### config.mk
export PLATFORM = sky130hd
export DESIGN_NAME = fb_swap_ctrl
export DESIGN_NICKNAME = d
export VERILOG_FILES = /design/src/rtl/fb_swap_ctrl.sv
export SDC_FILE = /design/constraint.sdc
export NUM_CORES = 1
export LEC_CHECK = 0
export ABC_AREA = 0
export CAP_MARGIN = 20
export CORE_UTILIZATION = 45
export DETAILED_ROUTE_END_ITERATION = 8
export PLACE_DENSITY = 0.77
export SLEW_MARGIN = 20
export SYNTH_ARGS = -nofsm -noshare
export SYNTH_HDL_FRONTEND = slang
export SYNTH_SLANG_ARGS = --single-unit
### constraint.sdc
create_clock -name clk_in -period 2 [get_ports clk_in]
set_input_delay 0.3 -clock clk_in [delete_from_list [all_inputs] [get_ports clk_in]]
set_output_delay 0.3 -clock clk_in [all_outputs]
set_load 0.05 [all_outputs]
### src/rtl/fb_swap_ctrl.sv
// fb_swap_ctrl -- double-buffered frame buffer controller.
// Swaps the front/back buffers on the next new-frame pulse after a CPU
// request, optionally fills the new back buffer with a colour, and forwards
// CPU pixel writes to the back buffer with one cycle of latency.
module fb_swap_ctrl #(
   parameter int FB_WIDTH  = 320,
   parameter int FB_HEIGHT = 180,
   parameter int PIXEL_W   = 24,
   parameter int ADDR_W    = 16
) (
   input  logic               clk_in,
   input  logic               rst_in,
   input  logic               nf_in,
   input  logic               swap_req_in,
   input  logic               clear_en_in,
   input  logic [PIXEL_W-1:0] clear_color_in,
   input  logic               cpu_wr_valid_in,
   input  logic [ADDR_W-1:0]  cpu_wr_addr_in,
   input  logic [PIXEL_W-1:0] cpu_wr_data_in,
   output logic               cpu_wr_ready_out,
   output logic               fb_wr_en_out,
   output logic               fb_wr_buf_out,
   output logic [ADDR_W-1:0]  fb_wr_addr_out,
   output logic [PIXEL_W-1:0] fb_wr_data_out,
   output logic               front_buf_out,
   output logic               swap_pending_out,
   output logic               busy_out,
   output logic               swap_done_out
);

   localparam int                N         = FB_WIDTH * FB_HEIGHT;
   localparam logic [ADDR_W:0]   N_EXT     = (ADDR_W+1)'(N);
   localparam logic [ADDR_W-1:0] LAST_ADDR = ADDR_W'(N - 1);

   typedef enum logic [1:0] {
      IDLE    = 2'd0,
      PENDING = 2'd1,
      CLEAR   = 2'd2
   } state_t;

   state_t             state, state_nxt;
   logic               swap_latch;
   logic [ADDR_W-1:0]  clear_addr;
   logic [PIXEL_W-1:0] clear_color;

   // The swap happens on the cycle a new frame arrives while a swap waits.
   logic swap_now;
   logic clear_last;
   logic cpu_accept;
   logic cpu_in_range;

   assign swap_now     = (state == PENDING) && nf_in;
   assign clear_last   = (state == CLEAR) && (clear_addr == LAST_ADDR);
   assign cpu_accept   = cpu_wr_valid_in && cpu_wr_ready_out;
   assign cpu_in_range = ({1'b0, cpu_wr_addr_in} < N_EXT);

   // State register.
   // NOTE: clocked state uses non-blocking assignments so every flop samples
   // the pre-edge values regardless of block ordering.
   always_ff @(posedge clk_in or negedge rst_in) begin
      if (!rst_in) state <= IDLE;
      else         state <= state_nxt;
   end

   // Next-state decode.
   // NOTE: the default assignment first keeps this block free of latches.
   always_comb begin
      state_nxt = state;
      unique case (state)
         IDLE: begin
            if (swap_req_in) state_nxt = PENDING;
         end
         PENDING: begin
            if (nf_in) state_nxt = clear_en_in ? CLEAR : IDLE;
         end
         CLEAR: begin
            // A request arriving on the final clear cycle counts as latched.
            if (clear_last) state_nxt = (swap_latch || swap_req_in) ? PENDING : IDLE;
         end
         default: state_nxt = IDLE;
      endcase
   end

   // State-derived outputs; ready drops on the swap cycle so a CPU write
   // never straddles a buffer change.
   always_comb begin
      swap_pending_out = (state == PENDING);
      busy_out         = (state == CLEAR);
      cpu_wr_ready_out = rst_in && ((state == IDLE) || ((state == PENDING) && !nf_in));
   end

   // Buffer selection, swap handshake and clear bookkeeping.
   always_ff @(posedge clk_in or negedge rst_in) begin
      if (!rst_in) begin
         front_buf_out <= 1'b0;
         swap_done_out <= 1'b0;
         swap_latch    <= 1'b0;
         clear_addr    <= '0;
         clear_color   <= '0;
      end else begin
         swap_done_out <= swap_now;
         if (swap_now) begin
            front_buf_out <= ~front_buf_out;
            clear_addr    <= '0;
            if (clear_en_in) clear_color <= clear_color_in;
         end
         if (state == CLEAR) begin
            if (clear_last) begin
               clear_addr <= '0;
               swap_latch <= 1'b0;
            end else begin
               clear_addr <= clear_addr + 1'b1;
               if (swap_req_in) swap_latch <= 1'b1;
            end
         end
      end
   end

   // Registered frame buffer write port; clear writes and CPU writes are
   // exclusive because ready is low throughout CLEAR.
   always_ff @(posedge clk_in or negedge rst_in) begin
      if (!rst_in) begin
         fb_wr_en_out   <= 1'b0;
         fb_wr_buf_out  <= 1'b0;
         fb_wr_addr_out <= '0;
         fb_wr_data_out <= '0;
      end else begin
         fb_wr_en_out <= 1'b0;
         if (state == CLEAR) begin
            fb_wr_en_out   <= 1'b1;
            fb_wr_buf_out  <= ~front_buf_out;
            fb_wr_addr_out <= clear_addr;
            fb_wr_data_out <= clear_color;
         end else if (cpu_accept && cpu_in_range) begin
            fb_wr_en_out   <= 1'b1;
            fb_wr_buf_out  <= ~front_buf_out;
            fb_wr_addr_out <= cpu_wr_addr_in;
            fb_wr_data_out <= cpu_wr_data_in;
         end
      end
   end

endmodule

==> metrics.md <==
| Metric | Value |
|---|---|
| Post-route insts no fill | between 500 and 600 |
| Outcome | completed |
| CP Cell Sequence | clkdlybuf4s50_1 |
| Worst vdd ir | approximately 1.1 mV |
| Post-layout util | between 60% and 70% |
| Commonest non-fill, non-tap cell in the layout | clkdlybuf4s50_1 |
| Leak pwr | roughly 2.3 nW |
| Skew final | 0.01170 ns |
| CP Launch Type | register |
| Switching Fraction | between 40% and 50% |
| Seq/Total Area, Yosys | a little over half |
| Global Route Usage Sum | a little under a quarter |
| Post-detail-place hpwl | between 7 and 8 mm |
| Slowest-stage cell, CP | clkdlybuf4s50_1 |
| Final setup vio count | 0 |
| CTS tree | built |
| Placed cells | 555 |
| Hold slack | about 0.32 ns |
| Area grow syn2layout | 40.41% |
| Clock latency on the worst-skew pair | 0.35 ns |
| NetSw | ~3.8 mW |
| EDFF count, synth | 0 |
| Routed vias/inst | around 5.7 |
| Routed length per instance | about 17 um |
| Hold Path Class | input port to asynchronous set/reset pin |
| Ys flop type | dfrtp_1 |
| Number of buffers and inverters on the critical path | 1 |
| Final Hold Viols | 0 |
| Clock share of power | 13.7% |
| IO Port Bufs | 116 |
| Mapped Area | between 3000 and 4000 um2 |
| Cells after Synth | 330 |
| H-tree depth | 3 |
| Worst-path clk slew | 0.08 ns |
| Fill cell count | 654 |
| Vias | ~3300 |
| Cell Pwr Density | approximately 1600 nW/um2 |
| Synthesized flop and latch total | 87 |
| Mapped Avg Cell Area | 12.10 um2 |
| Layout cells sized above 1 | approximately 24% |
| Post-CTS Setup Inserts | 0 |
| CTS Sinks | 87 |
| CTS Buffer Depth | 2 |
| Post-synth top area share | a little over half |
| DIE HEIGHT | around 96 um |
| Initial antenna violation count | 0 |
| Number of buffers created by CTS | 9 |
| Most frequent cells in the layout | clkdlybuf4s50_1 (112), dfrtp_1 (87), o221a_2 (27) |
| Post-synth cell types | 56 |
| CP required | ~1.7 ns |
| Max-slew violations | 0 |
| Worst EP arrival | ~1.6 ns |
| Synthesized net count | roughly 400 |
| Cell taking the most area after synthesis | dfrtp_1 |
| Crit. End Element | primary output |
| Number of global-route vias before repair | about 3400 |
| Core footprint | 8636 um2 |
| Antenna Nets Post-Route | 0 |
| Gr ovfl total | 0 |
| Standard-cell rows | 34 |
| Critical path type | register to primary output |
| RSZ-0062 raised after global routing | false |
| Die Wd | between 90 and 100 um |
| Top Ports | between 100 and 150 |
| Reg-to-reg endpoint | clear_addr[12]$_DFFE_PN0P_ |
| Relative max-transition margin | approximately a third |
| Largest cells by area after synthesis | dfrtp_1 (55%), o221a_2 (7.6%), mux2_2 (6.8%), nand2b_1 (4.1%), o21ai_0 (1.9%) |
| Reg2Reg Setup Slack | 0.18 ns |
| Reg power frac | 32.9% |
| First-pass GRT wire length | 16.14 mm |
| P_int | approximately 5.1 mW |
| CTS root buf | clkbuf_8 |
| Reg2Reg Depth | 5 |
| Final #Nets | between 500 and 600 |
| Synth async-reset ratio | 100.0% |
| Antenna diodes | 0 |
| Routed wire length | ~9.8 mm |
| Family with the most delay on the worst path | buffers and inverters |
| Post-route DRC violation count | 0 |
| Critical path's largest stage delay | 0.84 ns |
| Tightest Pin Transition | around 0.98 ns |
| Largest net degree at the start of global routing | 79 |
| GPL Wtd Cong | ~0.87 |
| Starting density of the core | between 40% and 50% |
| Max-cap violation count | 0 |
| DR pass1 iterations | 4 |
| Min Tclk post-route | around 1.9 ns |
| Total die area | ~9300 um2 |
| CP max FO | 3 |
| Peak Freq | 530.9 MHz |
| Synth Warn # | 0 |
| Reg2reg start | clear_addr[1]$_DFFE_PN0P_ |
| Final Cycle Share | approximately 94% |
| Comb pwr share | about 53% |
| Starting DRC count in detailed routing | ~250 |
synthesized netlist by cell type, drive strengths merged (8+ instances only):
cell type	count
o21ai	16
nand2	17
nand3	10
dfrtp	87
mux2	24
clkbuf	8
nand2b	26
buf	15
o221a	28
nor2	12
layout make-up:
cell class / instances / area, um2 / share of cell area, %
sequential: 87 / 2177 / 38.82
multi-input combinational: 212 / 1642 / 29.27
timing repair buffer: 142 / 1424 / 25.39
clock buffer: 11 / 141.4 / 2.521
tap: 108 / 135.1 / 2.410
clock inverter: 5 / 57.56 / 1.026
inverter: 7 / 31.28 / 0.5578
state kept, by name, summed over array words and instances, names as in the netlist, 2 cells and up:
signal and count:
clear_color 24, state 2, fb_wr_data_out 24, fb_wr_addr_out 16
clear_addr 16
power by group through the flow:
stage	clock network [mW]	logic, mW	registers [mW]
after floorplan	0	1.66	4.41
after global placement	0	4.68	2.95
after detailed placement	0	4.79	2.96
after CTS	1.26	4.79	2.94
after global routing	1.33	5.07	3.04
final	1.22	4.77	2.94
cell families after synthesis:
kind of cell	share of synthesized area, %
adder cells (fa/ha/maj)	0.3132
flip-flops	54.51
multiplexers	7.018
AO/OA/AOI/OAI	19.86
buffers and inverters	4.449
AND/OR/NAND/NOR	13.63
XOR/XNOR	0.2193
timing repair:
| item | CTS | global route |
|---|---|---|
| endpoints found under the setup margin | 0 | 1 |
| gates resized for setup | 0 | 4 |
| hold buffers | 1 | 0 |
| endpoints found under the hold margin | 9 | 0 |
worst max path at each step:
| stage | slack (ns) | depth (start not counted) | startpoint | endpoint |
|---|---|---|---|---|
| 3_5_place_dp | -0.20 | 6 | cpu_wr_addr_in[11] | fb_wr_data_out[2]$_DFFE_PN0P_ |
| 3_3_place_gp | -0.15 | 6 | cpu_wr_addr_in[11] | fb_wr_data_out[21]$_DFFE_PN0P_ |
| 2_1_floorplan | 0.21 | 6 | clear_addr[0]$_DFFE_PN0P_ | clear_addr[12]$_DFFE_PN0P_ |
| 5_1_grt | 0.03 | 1 | front_buf_out$_DFFE_PN0P_ | front_buf_out |
| 6_report | 0.12 | 1 | front_buf_out$_DFFE_PN0P_ | front_buf_out |
| 4_1_cts | 0.02 | 4 | state[0]$_DFFE_PN0P_ | busy_out |
through the flow:
stage | total power, mW | setup slack, ns | area (um2) | setup TNS, ns
6_report | 8.942 | 0.1165 | 5608 | 0
5_1_grt | 9.435 | 0.03124 | 5608 | 0
4_1_cts | 8.992 | 0.01656 | 5600 | 0
3_5_place_dp | 7.749 | -0.2039 | 5391 | -6.520
3_3_place_gp | 7.622 | -0.1478 | 5391 | -4.814
2_1_floorplan | 6.076 | 0.2093 | 3994 | 0
per-layer routing:
metal | share of wire [%] | track usage, % | vias up | routed length (um)
li1 | - | - | 1511 | -
met1 | 41 | 28.67 | 1632 | 4052
met2 | 51 | 38.36 | 114 | 4996
met3 | 6.9 | 7.662 | 8 | 681
met4 | 0.84 | 7.090 | 0 | 82
met5 | 0 | 0 | - | 0
Power figures use the tool's default switching activity.
